--- config.mk ---
export PLATFORM = sky130hd
export DESIGN_NAME = hazard_stall_ctrl
export DESIGN_NICKNAME = d
export VERILOG_FILES = /design/src/rtl/hazard_stall_ctrl.sv
export SDC_FILE = /design/constraint.sdc
export NUM_CORES = 1
export LEC_CHECK = 0
export ABC_CLOCK_PERIOD_IN_PS = 2300
export CORE_MARGIN = 3
export CORE_UTILIZATION = 49
export CTS_BUF_LIST = sky130_fd_sc_hd__clkbuf_8
export DETAILED_ROUTE_END_ITERATION = 10
export MAX_ROUTING_LAYER = met4
export PLACE_DENSITY = 0.91
export SYNTH_ARGS = -nofsm -noshare
export SYNTH_HDL_FRONTEND = slang
export SYNTH_SLANG_ARGS = --single-unit
--- constraint.sdc ---
create_clock -name clk -period 2.3 [get_ports clk]
set_input_delay 0.345 -clock clk [delete_from_list [all_inputs] [get_ports clk]]
set_output_delay 0.345 -clock clk [all_outputs]
set_load 0.01 [all_outputs]
--- src/rtl/hazard_stall_ctrl.sv ---
// Pipeline stall/bubble controller: Tuse/Tnew data-hazard detection plus
// mult/div unit busy tracking, with a free-running stall performance counter.
module hazard_stall_ctrl #(
  parameter int MULT_CYCLES = 5,
  parameter int DIV_CYCLES  = 10,
  parameter int CNT_W       = 32
) (
  input  logic             clk,
  input  logic             reset,
  input  logic [4:0]       id_rs,
  input  logic [4:0]       id_rt,
  input  logic [1:0]       id_tuse_rs,
  input  logic [1:0]       id_tuse_rt,
  input  logic             id_is_md,
  input  logic [4:0]       ex_wa,
  input  logic [1:0]       ex_tnew,
  input  logic [4:0]       mem_wa,
  input  logic [1:0]       mem_tnew,
  input  logic             ex_md_start,
  input  logic             ex_md_div,
  output logic             pc_en,
  output logic             if_id_en,
  output logic             id_ex_flush,
  output logic             md_busy,
  output logic [CNT_W-1:0] stall_cnt
);

  typedef enum logic {MD_IDLE, MD_BUSY} md_state_t;

  localparam logic [3:0] MULT_LD = 4'(MULT_CYCLES);
  localparam logic [3:0] DIV_LD  = 4'(DIV_CYCLES);

  md_state_t  md_state, md_state_nxt;
  logic [3:0] md_cnt, md_cnt_nxt;
  logic       stall_rs, stall_rt, stall_md, stall;

  // A source stalls when it is read before the in-flight producer can forward it
  always_comb begin
    stall_rs = (id_rs != 5'd0) && (id_tuse_rs != 2'd3) &&
               (((id_rs == ex_wa)  && (id_tuse_rs < ex_tnew)) ||
                ((id_rs == mem_wa) && (id_tuse_rs < mem_tnew)));
    stall_rt = (id_rt != 5'd0) && (id_tuse_rt != 2'd3) &&
               (((id_rt == ex_wa)  && (id_tuse_rt < ex_tnew)) ||
                ((id_rt == mem_wa) && (id_tuse_rt < mem_tnew)));
    stall_md = id_is_md && (md_busy || ex_md_start);
    stall    = !reset && (stall_rs || stall_rt || stall_md);
  end

  assign pc_en       = !stall;
  assign if_id_en    = !stall;
  assign id_ex_flush = stall;
  assign md_busy     = (md_state == MD_BUSY);

  always_ff @(posedge clk) begin
    if (reset) begin
      md_state <= MD_IDLE;
      md_cnt   <= 4'd0;
    end else begin
      md_state <= md_state_nxt;
      md_cnt   <= md_cnt_nxt;
    end
  end

  // A start always (re)loads the count, even while already busy
  always_comb begin
    md_state_nxt = md_state;
    md_cnt_nxt   = md_cnt;
    case (md_state)
      MD_IDLE: begin
        if (ex_md_start) begin
          md_cnt_nxt   = ex_md_div ? DIV_LD : MULT_LD;
          md_state_nxt = MD_BUSY;
        end
      end
      MD_BUSY: begin
        if (ex_md_start) begin
          md_cnt_nxt   = ex_md_div ? DIV_LD : MULT_LD;
        end else if (md_cnt == 4'd1) begin
          md_cnt_nxt   = 4'd0;
          md_state_nxt = MD_IDLE;
        end else begin
          md_cnt_nxt   = md_cnt - 4'd1;
        end
      end
      default: begin
        md_cnt_nxt   = 4'd0;
        md_state_nxt = MD_IDLE;
      end
    endcase
  end

  always_ff @(posedge clk) begin
    if (reset) begin
      stall_cnt <= '0;
    end else if (stall) begin
      stall_cnt <= stall_cnt + {{(CNT_W-1){1'b0}}, 1'b1};
    end
  end

endmodule

# Word level (Yosys, flattened, before mapping)
# Cells that the tools add are included.
# W data, S select, Z words.
# totals
regBits	37
word_cells	46
output_inout_bits	36
inputBits	33
# classes
add_sub_neg	2
mux	9
n_reduce_logical	19
n_bitwise	1
n_eq_ne	8
order_cmp	4
# ops
op	count
$add A32 B1 Y32 const B	1
$eq A5 B5 Y1	4
$mux W4	4
$logic_and A1 B1 Y1	10
$reduce_bool A5 Y1	2
$lt A2 B2 Y1	4
$pmux W4 S2	1
$ne A2 B2 Y1 const B	3
$logic_or A1 B1 Y1	5
$eq A4 B1 Y1 const B	1
$sub A4 B1 Y4 const B	1
$mux W1	3
$logic_not A1 Y1	2
$pmux W1 S2	1
$not A1 Y1	1

# Logic depth before layout (Yosys ltp)
# Gate-level depths: netlist (run 1).
# logic_depth
ltp_word	8
ltp_mapped	8
mapped_depth_nobuf	7

# Least setup slack after synthesis (run 1)
# No wires, ideal clock.
# synth_path
kind	input to output
startpoint	input port mem_tnew[1]
endpoint	output port pc_en
path_buffers	2
arrival_time_ns	1.887
path_stages	8
setup_slack_ns	0.068
required_ns	1.955
cell_sequence	inv_1 > ha_1 > a211oi_2 > a22oi_1 > o221ai_1 > clkbuf_1 > nand2b_1 > buf_4
# synth_via
elab_chain_cells	8
word_cells_on_any_way	12
cone_classes	order compare (2); reduce/logical (10)
# synth_lines
item	line_no	source
from (decl)	18	input logic [1:0] mem_tnew,
$lt A2 B2 Y1 (on tied branches)	41, 44	
$logic_and A1 B1 Y1 (on tied branches)	41, 44	
$logic_or A1 B1 Y1 (on tied branches)	40, 43	
$logic_and A1 B1 Y1 (on tied branches)	39, 42	
$logic_or A1 B1 Y1 * (2 in a row)	46	stall = !reset && (stall_rs || stall_rt || stall_md);
$logic_and A1 B1 Y1 *	46	
$logic_not A1 Y1 *	-	
to (decl)	21	output logic pc_en,
# Mark *: on every way between the ends. The rest lies on a longest branch, timed or not.

# Worst setup path after layout (run 1)
# layout_path
startpoint	input port id_tuse_rt[1]
endpoint	register stall_cnt[12]
# layout_via
elab_chain_cells	7
word_cells_on_any_way	11
cone_classes	order compare (2); eq/ne (1); reduce/logical (8)
# layout_lines
item	line_no	source
from (decl)	13	input logic [1:0] id_tuse_rt,
$lt A2 B2 Y1 (on tied branches)	43, 44	
$logic_and A1 B1 Y1 (on tied branches)	43, 44	
$logic_or A1 B1 Y1	43	(((id_rt == ex_wa) && (id_tuse_rt < ex_tnew)) ||
$logic_and A1 B1 Y1 *	42	stall_rt = (id_rt != 5'd0) && (id_tuse_rt != 2'd3) &&
$logic_or A1 B1 Y1 * (2 in a row)	46	
$logic_and A1 B1 Y1 *	46	
to (signal assigned)	96	stall_cnt <= stall_cnt + {{(CNT_W-1){1'b0}}, 1'b1};
to (decl)	25	output logic [CNT_W-1:0] stall_cnt
# Marked as above.
# A chain may end at the register's enable or synchronous reset.

==> results of run 1 <==
per-stage QoR:
stage	total power [mW]	setup slack [ns]	hold WS (ns)	utilization
4_1_cts	1.426	0.0004075	0.5098	0.7663
2_1_floorplan	0.8029	0.06806	0.4396	-
3_5_place_dp	0.9459	-0.5664	0.4946	0.7114
3_3_place_gp	0.9366	-0.5098	0.4838	0.7114
5_1_grt	1.497	-0.2061	0.5415	0.7852
6_report	1.470	-0.01658	0.5111	0.7852
what timing repair did:
item | in CTS | in global routing
gates resized for setup | 55 | 22
pin swaps | 17 | 11
setup buffers | 5 | 0
gates cloned | 3 | 0
setup endpoints to repair | 30 | 31
worst max-delay path, stage by stage:
cell	delay (ns)
dlygate4sd2_1	0.30
ha_1	0.32
a211oi_2	0.26
a22oi_2	0.14
buf_4	0.19
o221a_4	0.27
buf_2	0.16
buf_4	0.15
o21ai_0	0.23
a21oi_1	0.12
synth_stat cells (3+ instances only):
| cell type | n | area [um2] |
|---|---|---|
| xor2_1 | 20 | 175.2 |
| clkbuf_1 | 13 | 48.80 |
| nor4_1 | 5 | 31.28 |
| o21ai_1 | 3 | 15.01 |
| o31ai_1 | 3 | 22.52 |
| or3_1 | 15 | 93.84 |
| and2_1 | 3 | 18.77 |
| and3_1 | 4 | 25.02 |
| o211ai_1 | 4 | 30.03 |
| nand2_1 | 19 | 71.32 |
| nand2b_1 | 6 | 37.54 |
| nand4_1 | 9 | 56.30 |
| a21oi_1 | 31 | 155.2 |
| inv_1 | 12 | 45.04 |
| nor2_1 | 16 | 60.06 |
| or4_1 | 5 | 37.54 |
| nor2b_1 | 4 | 25.02 |
| nor3_1 | 10 | 50.05 |
| ha_1 | 7 | 87.58 |
| a211oi_1 | 5 | 37.54 |
| nand3_1 | 11 | 55.05 |
| mux2_1 | 4 | 45.04 |
| o21ai_0 | 19 | 95.09 |
| nand3b_1 | 3 | 22.52 |
| dfxtp_1 | 37 | 740.7 |
cell type report:
class | instances | area [um2] | share of cell area
clock buffer | 6 | 82.58 | 0.02366
clock inverter | 1 | 3.754 | 0.001076
inverter | 12 | 45.04 | 0.01291
multi-input combinational | 230 | 1662 | 0.4762
sequential | 37 | 740.7 | 0.2123
tap | 52 | 65.06 | 0.01864
timing repair buffer | 97 | 890.9 | 0.2553
how the worst max path moves through the flow:
| stage | endpoint | start | slack [ns] |
|---|---|---|---|
| 4_1_cts | stall_cnt[4] | id_tuse_rs[0] | 0.0004 |
| 5_1_grt | stall_cnt[31] | stall_cnt[8] | -0.21 |
| 6_report | stall_cnt[12] | id_tuse_rt[1] | -0.02 |
| 3_3_place_gp | id_ex_flush | ex_tnew[1] | -0.51 |
| 3_5_place_dp | id_ex_flush | mem_tnew[1] | -0.57 |
| 2_1_floorplan | pc_en | mem_tnew[1] | 0.07 |
registers in the layout, summed over array words and instances (netlist names):
register	count
md_busy	1
md_cnt	4
stall_cnt	32
cells by family (layout without fill, tap and decap cells):
family	Yosys count	count (layout)	synth area share
muxes	6	6	0.02869
buffers and inverters	27	116	0.04873
DFF	37	37	0.3205
AOI/OAI and AO/OA	77	79	0.2052
xor gates and xnor gates	21	21	0.07959
and+or+nand+nor	117	117	0.2794
adders and majority gates	7	7	0.03790
power by group:
part | internal, mW | switching [mW] | total, mW | leakage, nW
clock | 0.234 | 0.242 | 0.476 | 0.0485
combinational | 0.155 | 0.174 | 0.329 | 0.937
sequential | 0.652 | 0.0133 | 0.665 | 0.300
cell usage in the layout (no fill, tap or decap), types with 3 or more instances in the layout:
cell type        count
nand3b_1             3
nand2b_1             6
ha_1                 4
clkdlybuf4s50_1     39
or4_1                5
buf_4               24
o21ai_1              3
mux2_1               4
a21oi_1             28
dfxtp_1             37
dlymetal6s2s_1       7
a21oi_2              3
nor2b_1              4
o21ai_0             17
o211ai_1             4
nor2_1              15
clkbuf_8             6
or3_1               14
ha_4                 3
buf_2                4
o31ai_1              3
nand3_1             10
nor3_1               7
inv_1               11
xor2_1              20
and3_1               4
nor4_2               5
nand2_1             19
nand4_1              9
dlygate4sd2_1       18
and2_1               3
buf_6                4
a211oi_2             4
per-layer routing:
| metal | GRT usage | up-vias | wire length, um |
|---|---|---|---|
| met5 | - | - | 0 |
| met4 | 0.1107 | 0 | 620 |
| met3 | 0.05607 | 91 | 848 |
| met2 | 0.5005 | 246 | 4315 |
| met1 | 0.3982 | 1375 | 3426 |
| li1 | - | 1257 | - |
==> results.yml, run 1 <==
global_routing:
  grt-ovfl-total: 0
  antenna_found_initial: 0
  grt_pass1_vias: 2647
  grt_pass1_wl_um: 13170
  grt_usage: 0.3133
  grt_max_degree: 43
synth:
  async_flop_share: 0
  synth_top_flop_cell: "dfxtp_1"
  yosysSeqAreaShare: 0.3205
  syn_inst: 292
  synth_seq_cells: 37
  synth_nets: 332
  synth.distinct_cells: 44
  synth_edf_count: 0
  syn_area_um2: 2311
  syn_avg_cell_area_um2: 7.914
  yosysWarnings: 0
setup_path:
  cp-start-kind: "primary input"
  path_max_fanout: 5
  regToRegSetupSlack_ns: -0.01
  end_kind: "flop"
  worstRegToRegCells: 6
  critical_path_arrival_ns: 2.48
  r2r-end: "stall_cnt[31]"
  rr_startpoint: "stall_cnt[8]"
  crit_type: "in -> reg"
  crit_required_ns: 2.46
timing:
  finalSetupViolations: 3
  fmax_ghz: 0.4317
  fin_crit_ns: 2.317
  fin_setup_tns_ns: -0.04122
  finalMaxSlewViolations: 0
  finClkSkew_ns: 0.006285
  min_period_over_period: 1.007
  hold_viol_final: 0
  tightest_slew_ns: 0.6228
  layout_setup_ws_ns: -0.01658
  slew_headroom: 0.5816
final_layout:
  fillers: 279
  syn_to_final_growth_pct: 51.00
  final_area_um2: 3490
  layoutNonFillerInstCount: 435
  diodes: 0
  nets: 423
  drive_above_1_share: 0.1958
detailed_routing:
  route.detailed.drc: 0
  wl_per_cell_um: 21.17
  vias: 2969
  routed_wl_um: 9211
  drt_first_pass_iters: 7
  vias_per_cell: 6.825
  drt_first_iter_violations: 464
  drtAntennaViolNets: 0
floorplanning:
  die_w_um: 74.68
  die_y_um: 74.68
  row_count: 24
  core_um2: 4444
  io_pins: 69
  initial_utilization: 0.5200
  die_area_um2: 5576
clock_network:
  clock-sinks: 37
  path_clk_slew_ns: 0.07
  root_buffer: "clkbuf_8"
  htreeDepth: 2
  clockBufferDepth: 2
  insertion_delay_ns: 0.30
  cts_buffers: 5
  cts_tree: "yes"
  cts_hold_buf: 0
placed_design:
  placed_cell_area_um2: 3162
  dp_cells: 420
  port_buffers: 68
  place_congestion: 0.8987
  place_hpwl_um: 4990
hold_path:
  min_to: "stall_cnt[23]"
  hold_start: "stall_cnt[23]"
  hold_depth: 2
  hold_class: "reg -> reg"
status:
  status: "complete, but fails checks"
  violations: "negative setup slack"
job:
  maxCapViolCount: 0
power:
  peakVddDrop_uv: 227.1
  power.leakage_nw: 1.285
  powerDensity_nw_per_um2: 421.1
(Power assumes the default switching activity.)
==> inputs of run 2 (changes only) <==
--- a/config.mk
+++ b/config.mk
@@ -11,7 +11,7 @@
 export CTS_BUF_LIST = sky130_fd_sc_hd__clkbuf_8
 export DETAILED_ROUTE_END_ITERATION = 10
 export MAX_ROUTING_LAYER = met4
-export PLACE_DENSITY = 0.91
+export PLACE_DENSITY = 0.84
 export SYNTH_ARGS = -nofsm -noshare
 export SYNTH_HDL_FRONTEND = slang
 export SYNTH_SLANG_ARGS = --single-unit
==> run 2 against run 1 <==
  * Setup slack lost 0.020 ns
  * Sequential share of layout area is 0.11 points lower
  * Worst hold slack got worse by 0.0010 ns
  * The flow still finishes with violations (negative setup slack)
  * Clock skew rose by 0.0025 ns
  * First-iteration DRC count decreased by 54%
  * Global-route usage shrank 1.3 points
  * Combinational power decreased by 2%
  * Via count down 10%
  * Register-to-register slack improved by 0.10 ns
  * Power grew 8.2%
  * Core utilization is 0.42 points higher
==> results.yml, run 2 (same netlist as run 1, synthesis figures left out) <==
status:
  status: "complete, but fails checks"
  violations: "negative setup slack"
detailed_routing:
  drt_first_pass_iters: 5
  drt_first_iter_violations: 212
  route.detailed.drc: 0
  dr_wl_met2_um: 4143
  route.met3.wl_um: 471
  routed.top_layer: "met4"
  drtAntennaViolNets: 0
  wl_met1_um: 3206
  routed_wl_um: 8116
  vias: 2662
  vias_per_cell: 6.176
  wl_per_cell_um: 18.83
clock_network:
  root_buffer: "clkbuf_8"
  clock-sinks: 37
  cts_tree: "yes"
  cts_buffers: 5
  clockBufferDepth: 2
  cts_hold_buf: 0
  insertion_delay_ns: 0.30
  path_clk_slew_ns: 0.08
  htreeDepth: 2
floorplanning:
  die_y_um: 74.68
  initial_utilization: 0.5200
  core_um2: 4444
  die_w_um: 74.68
  row_count: 24
  die_area_um2: 5576
  io_pins: 69
setup_path:
  worstRegToRegCells: 6
  critical_path_arrival_ns: 2.51
  path_max_fanout: 4
  end_kind: "flop"
  cp-start-kind: "primary input"
  crit_required_ns: 2.48
  crit_type: "in -> reg"
final_layout:
  syn_to_final_growth_pct: 51.81
  fillers: 315
  layoutNonFillerInstCount: 431
  drive_above_1_share: 0.2032
  nets: 418
  layout_common_cells: "clkdlybuf4s50_1, dfxtp_1, a21oi_1"
  largest_reg_flops: 32
  top_register: "stall_cnt"
  diodes: 0
power:
  powerDensity_nw_per_um2: 453.0
  netSwitchingFraction: 0.2725
  power.leakage_nw: 1.224
  p_comb_frac: 0.204
  peakVddDrop_uv: 326.0
  p_int_mw: 1.156
  switchingPower_mw: 0.4331
  clockPowerShare: 0.379
  pwr-share-seq: 0.417
placed_design:
  place_hpwl_um: 5068
  dp_cells: 420
  place_congestion: 0.9128
  dp_slack_ns: -0.5578
  port_buffers: 68
timing:
  finClkSkew_ns: 0.008832
  slew_headroom: 0.5995
  tightest_slew_ns: 0.5991
  hold_viol_final: 0
  finalMaxSlewViolations: 0
  fmax_ghz: 0.4281
  finalSetupViolations: 1
  min_period_over_period: 1.016
  layout_setup_ws_ns: -0.03609
  fin_crit_ns: 2.336
global_routing:
  grt_pass1_wl_um: 12500
  grt_max_degree: 43
  antenna_found_initial: 0
  grt_usage: 0.3005
  grt_pass1_vias: 2574
  grt-ovfl-total: 0
job:
  maxCapViolCount: 0
hold_path:
  hold_depth: 2
  hold_class: "reg -> reg"
-- run 2: changes by cell type in the layout (fill, tap and decap cells not counted), moves of 3 or more --
cell	change
dlymetal6s2s_1	-7
nor4_2	-3
dlygate4sd2_1	+5
clkdlybuf4s15_1	+3
buf_2	-3
buf_4	-3
-- run 2: what timing repair did --
item | 4_1_cts | 5_1_grt
setup buffers | 5 | 1
pin swaps | 23 | 14
resized for setup | 68 | 21
endpoints found under the setup margin | 28 | 28
-- run 2: final cells by class --
class	instances	area (um2)	share of cell area
clock inverters	2	37.54	0.01070
flip-flops and latches	37	740.7	0.2111
well taps	52	65.06	0.01854
clock buffers	6	82.58	0.02354
repair buffers	94	852.1	0.2429
inverters	12	45.04	0.01284
multi-input cells	228	1685	0.4804
-- run 2: final timing paths --
path | endpoint | from | slack (ns)
worst max-delay path | stall_cnt[30] | id_rs[2] | -0.04
worst min-delay path | stall_cnt[18] | stall_cnt[18] | 0.51
worst max register to register | stall_cnt[23] | stall_cnt[13] | 0.09
worst min register to register | stall_cnt[18] | stall_cnt[18] | 0.51
-- run 2: per-layer routing --
layer	up-vias	GRT usage
li1	1235	-
met1	1260	0.3698
met2	133	0.4888
met3	34	0.04406
met4	0	0.1324
met5	-	-
-- run 2: through the flow --
stage	utilization	TNS, ns	total power, mW	hold slack [ns]	cell area, um2
floorplan	-	0	0.8029	0.4396	2311
global placement	0.7114	-10.63	0.9394	0.4862	3162
detailed placement	0.7114	-13.35	0.9482	0.4913	3162
CTS	0.7706	0	1.558	0.5156	3425
global route	0.7894	-0.1337	1.642	0.5459	3508
finish	0.7894	-0.03609	1.589	0.5101	3508
-- run 2: power groups by stage --
stage | logic, mW | clock network, mW | registers, mW
2_1_floorplan | 0.124 | 0 | 0.679
3_3_place_gp | 0.262 | 0 | 0.678
3_5_place_dp | 0.270 | 0 | 0.678
4_1_cts | 0.292 | 0.603 | 0.663
5_1_grt | 0.346 | 0.630 | 0.665
6_report | 0.324 | 0.602 | 0.663
-- run 2: worst max-delay path: stages --
cell	delay [ns]
dlygate4sd2_1	0.27
or4_1	0.54
o21ai_2	0.19
buf_4	0.14
buf_4	0.11
nand2b_1	0.10
o22ai_1	0.15
o211ai_1	0.29
mux2_1	0.37
==> inputs of run 3 (changes only) <==
--- a/config.mk
+++ b/config.mk
@@ -6,7 +6,7 @@
 export NUM_CORES = 1
 export LEC_CHECK = 0
 export ABC_CLOCK_PERIOD_IN_PS = 2300
-export CORE_MARGIN = 3
+export CORE_MARGIN = 4
 export CORE_UTILIZATION = 49
 export CTS_BUF_LIST = sky130_fd_sc_hd__clkbuf_8
 export DETAILED_ROUTE_END_ITERATION = 10
==> run 3 against run 2 <==
  * The flow still finishes with violations (negative setup slack)
  * Global-route usage shrank 2.5 points
  * Combinational power grew 2%
  * Power is 7.7% lower
  * Worst hold slack improved by 0.0028 ns
  * Largest cell class unchanged
  * Sequential share of layout area down 0.15 points
  * Die area increased by 5.4%
  * Critical path type is now reg -> reg
  * Critical endpoint is now stall_cnt[23]
==> results.yml, run 3 (same netlist as run 1, synthesis figures left out) <==
status:
  status: "complete, but fails checks"
  violations: "negative setup slack"
clock_network:
  htreeDepth: 2
  path_clk_slew_ns: 0.08
  insertion_delay_ns: 0.29
  clock-sinks: 37
  cts_hold_buf: 0
  cts_tree: "yes"
  root_buffer: "clkbuf_8"
  cts_buffers: 5
  clockBufferDepth: 2
setup_path:
  worstRegToRegCells: 6
  crit_required_ns: 2.52
  crit_type: "reg -> reg"
  end_kind: "flop"
  critical_path_arrival_ns: 2.55
  cp-start-kind: "flop"
  path_max_fanout: 7
global_routing:
  grt_usage: 0.2754
  grt-ovfl-total: 0
  grt_pass1_wl_um: 12880
  grt_pass1_vias: 2703
  grt_max_degree: 43
  antenna_found_initial: 0
final_layout:
  layoutNonFillerInstCount: 433
  nets: 421
  layout_common_cells: "clkdlybuf4s50_1, dfxtp_1, a21oi_1"
  diodes: 0
  syn_to_final_growth_pct: 52.90
  fillers: 276
  final_area_um2: 3533
  mostFrequentLayoutCell: "clkdlybuf4s50_1"
  top_register: "stall_cnt"
  drive_above_1_share: 0.2126
  fin_util: 0.7950
  largest_reg_flops: 32
detailed_routing:
  drt_first_pass_iters: 4
  wl_per_cell_um: 19.34
  routed_wl_um: 8374
  drtAntennaViolNets: 0
  drt_first_iter_violations: 391
  vias: 2741
  vias_per_cell: 6.330
  route.detailed.drc: 0
floorplanning:
  core_um2: 4444
  initial_utilization: 0.5200
  io_pins: 69
  die_area_um2: 5879
  die_w_um: 76.68
  row_count: 24
  die_y_um: 76.68
timing:
  fin_crit_ns: 2.322
  slew_headroom: 0.6181
  holdWs_ns: 0.5128
  fmax_ghz: 0.4306
  finClkSkew_ns: 0.008974
  min_period_over_period: 1.010
  rsz0062_at_grt: "true"
  fin_setup_tns_ns: -0.02235
  tightest_slew_ns: 0.5685
  hold_viol_final: 0
  layout_setup_ws_ns: -0.02235
  finalMaxSlewViolations: 0
  finalSetupViolations: 1
placed_design:
  place_congestion: 0.8556
  dp_cells: 422
  place_hpwl_um: 5247
  placed_cell_area_um2: 3177
  port_buffers: 68
  dp_slack_ns: -0.5981
power:
  power.leakage_nw: 1.319
  peakVddDrop_uv: 290.9
  totalPowerFinal_mw: 1.466
  powerDensity_nw_per_um2: 415.0
hold_path:
  hold_class: "reg -> reg"
  hold_depth: 2
job:
  maxCapViolCount: 0
==> run 3: cell count changes in the layout (fill, tap and decap cells not counted), sizes merged <==
cell / previous run / this run
clkdlybuf4s50: 37 / 38
dlygate4sd2: 23 / 10
clkdlybuf4s15: 5 / 2
o221a: 1 / 2
dlymetal6s2s: 0 / 13
bufinv: 1 / 0
buf: 27 / 31
==> run 3: final timing paths <==
path | start | end | slack [ns]
max reg2reg | stall_cnt[3] | stall_cnt[23] | -0.02
max | stall_cnt[3] | stall_cnt[23] | -0.02
min reg2reg | stall_cnt[18] | stall_cnt[18] | 0.51
min | stall_cnt[18] | stall_cnt[18] | 0.51
==> run 3: metal layers <==
metal  part of all wire  vias up  track usage
met5                  0        -            -
met4              0.036        0       0.1286
met3              0.062       34      0.04918
met2               0.51      140       0.4782
met1               0.39     1312       0.3052
li1                   -     1255            -
==> run 3: repair_timing <==
| action | CTS | global route |
|---|---|---|
| setup buffers | 1 | 0 |
| gates resized for setup | 55 | 35 |
| gates cloned | 2 | 1 |
| setup endpoints to repair | 31 | 31 |
| pin swaps | 21 | 16 |
==> run 3: final cells by class <==
type / count / area [um2] / share of cell area
Clock buffer: 6 / 82.58 / 0.02337
Clock inverter: 1 / 7.507 / 0.002125
Inverter: 12 / 45.04 / 0.01275
Multi-Input combinational cell: 229 / 1693 / 0.4791
Sequential cell: 37 / 740.7 / 0.2096
Tap cell: 52 / 65.06 / 0.01841
Timing Repair Buffer: 96 / 899.6 / 0.2546
==> run 3: critical path, cell delays in order, from the launching register on <==
cell     delay, ns
dfxtp_1       0.45
nand4_1       0.24
nor2_2        0.38
nand4_1       0.18
or2_2         0.34
or4_4         0.53
a21oi_2       0.13
==> run 3: report_power, final <==
| group | total (mW) | internal, mW | switching (mW) |
|---|---|---|---|
| Sequential | 0.664 | 0.651 | 0.0120 |
| Combinational | 0.329 | 0.156 | 0.173 |
| Clock | 0.474 | 0.237 | 0.237 |
